<file path="config.mk">
export PLATFORM = sky130hd
export DESIGN_NAME = comparator_4bit
export DESIGN_NICKNAME = d
export VERILOG_FILES = /design/src/rtl/comparator_4bit.sv
export SDC_FILE = /design/constraint.sdc
export NUM_CORES = 1
export LEC_CHECK = 0
export CAP_MARGIN = 20
export CORE_AREA = 5 5 42 44
export CTS_BUF_LIST = sky130_fd_sc_hd__clkbuf_4 sky130_fd_sc_hd__clkbuf_8 sky130_fd_sc_hd__clkbuf_16
export DETAILED_ROUTE_END_ITERATION = 10
export DIE_AREA = 0 0 47 49
export PLACE_DENSITY = 0.48
export SLEW_MARGIN = 10
export SYNTH_ARGS = -nofsm -noshare
export SYNTH_HDL_FRONTEND = slang
export SYNTH_SLANG_ARGS = --single-unit
</file>
<file path="constraint.sdc">
create_clock -name clk -period 0.8 [get_ports clk]
set_input_delay 0.2 -clock clk [delete_from_list [all_inputs] [get_ports clk]]
set_output_delay 0.2 -clock clk [all_outputs]
set_load 0.1 [all_outputs]
</file>
<file path="src/rtl/comparator_4bit.sv">
// Registered magnitude comparator: one-hot lower/equal/greater flags for two WIDTH-bit operands.
// The compare can be unsigned or two's-complement, and the output stage can be registered or combinational.
module comparator_4bit #(
  parameter int WIDTH        = 4,
  parameter bit SIGNED_CMP   = 1'b0,
  parameter bit REGISTER_OUT = 1'b1
) (
  input  logic             clk,
  input  logic             rst_n,
  input  logic [WIDTH-1:0] a,
  input  logic [WIDTH-1:0] b,
  output logic             lower,
  output logic             equal,
  output logic             greater
);

  // Streaming block with no handshake: a new a/b pair is accepted on every rising
  // clk edge. Each pair produces exactly one result, one cycle later when the
  // output stage is registered, or at once when it is combinational.

  logic lower_d;
  logic equal_d;
  logic greater_d;

  // greater is derived from the other two flags, so the flags are one-hot by construction.
  always_comb begin
    equal_d = (a == b);
    if (SIGNED_CMP) begin
      lower_d = ($signed(a) < $signed(b));
    end else begin
      lower_d = (a < b);
    end
    greater_d = ~lower_d & ~equal_d;
  end

  generate
    if (REGISTER_OUT) begin : g_reg
      logic lower_q;
      logic equal_q;
      logic greater_q;

      always_ff @(posedge clk or negedge rst_n) begin
        if (!rst_n) begin
          lower_q   <= 1'b0;
          equal_q   <= 1'b0;
          greater_q <= 1'b0;
        end else begin
          lower_q   <= lower_d;
          equal_q   <= equal_d;
          greater_q <= greater_d;
        end
      end

      assign lower   = lower_q;
      assign equal   = equal_q;
      assign greater = greater_q;
    end else begin : g_comb
      // Even without the register stage, a low rst_n holds all flags at 0.
      assign lower   = rst_n & lower_d;
      assign equal   = rst_n & equal_d;
      assign greater = rst_n & greater_d;
    end
  endgenerate

endmodule

</file>
## Word-level counts from Yosys, hierarchy flattened

Index checks and enable logic that the tools add are counted.
W data, S select, Z words.

- Register bits after elaboration: 3
- Output and inout port bits: 3

- Magnitude comparators: 1
- Eq/ne operators: 1
- Bitwise operators: 3

Operator list:

| operator | count |
|---|---|
| $eq A4 B4 Y1 | 1 |
| $lt A4 B4 Y1 | 1 |
| $not A1 Y1 | 2 |
| $and A1 B1 Y1 | 1 |

## Depth between registers and ports, before layout

- Depth in word-level cells: 3
- Gate-level depth with buffers: 5
- Depth with buffers taken out: 5

## Least setup slack after synthesis

OpenSTA, ideal clock, no wires.

- Kind: register to output
- From: register g_reg.equal_q, in the netlist equal
- To: output equal
- Data arrival time: 0.883 ns
- Setup slack: -0.283 ns
- Stages on the path, launching flop included: 1
- Path through: dfrtp_1

RTL lines:

| what | line | RTL |
|---|---|---|
| start: declaration | 39 | `logic equal_q;` |
| start signal: assignment | 49 | `equal_q <= equal_d;` |
| end: declaration | 13 | `output logic equal,` |

No word-level cell between the ends.

## Final worst setup path

- From: register g_reg.lower_q, in the netlist lower
- To: output lower

RTL lines:

| what | line | RTL |
|---|---|---|
| start: declaration | 38 | `logic lower_q;` |
| start signal: assignment | 48 | `lower_q <= lower_d;` |
| end: declaration | 12 | `output logic lower,` |

No word-level cell between the ends.

==> impl_results.md <==
* Synth top area share at 0.405
* Ys async rst share at 1.00
* CP top delay family: flip-flops
* DRC viols at 0
* Synth area leaders: dfrtp_1 41%, ha_1 27%, inv_1 8.1%, o211ai_2 6.8%, a21oi_1 5.4%
* H-tree depth at 1
* First-pass GRT wire length at 966 um
* Peak supply drop at between 0.3 and 0.4 mV
* Pin count of the biggest net entering global routing at 4
* Synth Flop Type: dfrtp_1
* Layout fillers at roughly 150
* RePlAce Congestion at 0.646
* Final period utilization at 1.34
* Relative slew slack at 0.865
* Via Count at about 190
* Die extent in y at 49 um
* Max Slew Vio Count at 0
* Crit path depth at 1
* Post-DR wirelength/cell at 11.4 um
* P per Cell Area at 1840 mW/mm^2
* CTS Sinks at 3
* Leakage at 0.193 nW
* Die Area at between 0.002 and 0.0025 mm^2
* Fin worst setup slack at -0.274 ns
* CP endpoint kind: output port
* Clk slew on worst S/H paths at around 0.040 ns
* DIE WIDTH at about 47 um
* Max_cap viols at 0
* Root Driver: clkbuf_4
* # setup viols final at 4
* Layout area overhead at 141%
* Crit-path max cell delay at 0.47 ns
* CP bufs+invs at 1
* IO Port Bufs at 12
* Top Ports at 13
* Synth warn at 0
* Synth area leader: dfrtp_1
* Final hold vios at 0
* Clock buffer depth at 2
* Fin area at roughly 450 um^2
* Outcome: complete, but fails checks
* Post-synth EDFFs at 0
* Setup WS pre-CTS at -0.825 ns
* Post-layout min period at 1.07 ns
* CTS Buf Count at 3
* Critical Path AT at just under 0.9 ns
* Initial antenna violation count at 0
* GRT Residual Overflow at 0
* Violated checks: setup timing
* Top cells by instance count after synthesis: 4 x ha_1, 4 x inv_1, 3 x dfrtp_1
* Setup TNS at -0.772 ns
* Post-CTS Setup Bufs at 0
* Peak Freq at between 0.9 and 1 GHz
* Count of state elements after synthesis at 3
* Total Wirelength at 560 um
* Antenna Nets Post-Route at 0
* Gr usage total at 0.0635
* Vias in the first global route at 240
* Crit start category: flip-flop
* Cell Area, Placed at 409 um^2
* Layout cells sized above 1 at 0.909
* Via/cell ratio at about 3.8
* 1st-pass router iterations at 1
* Core Area at around 0.0014 mm^2
* RSZ-0062 raised after global routing: true
* Hold-fix buffers, CTS at 0
* Iter 0 DRT Violations at 0
* Ant diodes at 0
* Sequential area share after synthesis at 0.405
* Min-delay worst type: in -> async
* Post-Syn Area at approximately 190 um^2
* Initial core utilization at 0.132
* Crit path max fanout at 1
* Gate count of the mapped netlist at 17
* Required time of the critical path at around 0.6 ns
* Mapped Nets at 31
* Critical path, cell by cell: buf_12
* TritonCTS clock tree: yes
* Slowest-stage cell, CP: dfrtp_4
* Cell variety after synth at 8
* Critical path class: reg -> out
* Net count, final at 48
* Std cell rows at 14
* Mapped Avg Cell Area at roughly 11 um^2
* Worst Max-Slew Pin Slew at a little over 0.2 ns
## per-layer routing
layer / part of all wire / GRT usage / vias to the layer above / routed length [um]
met5: 0 / 0 / - / 0
met4: 0 / 0.0691 / 0 / 0
met3: 0.15 / 0.0295 / 0 / 86
met2: 0.53 / 0.0928 / 13 / 294
met1: 0.32 / 0.0575 / 85 / 179
li1: - / - / 88 / -
## how the worst max path moves through the flow
stage            start       to  slack [ns]
3_3_place_gp      b[1]    lower       -0.81
4_1_cts          lower    lower       -0.29
5_1_grt        greater  greater       -0.30
2_1_floorplan     b[1]    lower       -0.13
6_report         lower    lower       -0.27
3_5_place_dp      b[1]    lower       -0.83
## per-stage QoR
step / hold slack [ns] / utilization / std cells / total power [mW]
after floorplan: -0.0956 / - / 17 / 0.370
final: 0.149 / 0.318 / 49 / 0.822
after detailed placement: 0.392 / 0.292 / 45 / 0.513
after global placement: 0.388 / 0.292 / 45 / 0.509
after CTS: 0.139 / 0.322 / 49 / 0.837
after global routing: 0.157 / 0.318 / 49 / 0.862
## cells in the final DEF (no fill, tap or decap), types with 2 or more instances in the layout
cell type / netlist / routed
ha_4: 0 / 4
clkbuf_4: 0 / 4
buf_2: 0 / 4
inv_2: 0 / 3
buf_12: 0 / 3
dfrtp_4: 0 / 2
clkbuf_2: 0 / 2
## sequential cells by signal (all words and copies together), names as in the netlist
name / count
equal: 1
greater: 1
lower: 1
## logic make-up after synthesis
| kind of cell | count (synthesis) | synth area share |
|---|---|---|
| AOI/OAI and AO/OA | 3 | 0.122 |
| adders and majority gates | 4 | 0.270 |
| buffers and inverters | 4 | 0.0811 |
| DFF | 3 | 0.405 |
| and+or+nand+nor | 3 | 0.122 |
## power breakdown
part	total, mW	internal (mW)	switching (mW)
Combinational	0.334	0.147	0.187
Sequential	0.191	0.178	0.0134
Clock	0.297	0.221	0.0762
Total	0.822	0.545	0.277
## final cells by class
| type | count | area [um^2] | share of cell area |
|---|---|---|---|
| tap | 16 | 20.0 | 0.0449 |
| sequential | 3 | 83.8 | 0.188 |
| multi-input combinational | 10 | 158 | 0.354 |
| clock buffer | 4 | 30.0 | 0.0674 |
| timing repair buffer | 12 | 126 | 0.284 |
| inverter | 4 | 27.5 | 0.0618 |
## timing repair
item / 4_1_cts / 5_1_grt
pin swaps: 8 / 1
resized for setup: 37 / 3
endpoints found under the setup margin: 6 / 5
No activity file was read; power rests on OpenSTA's default activity.
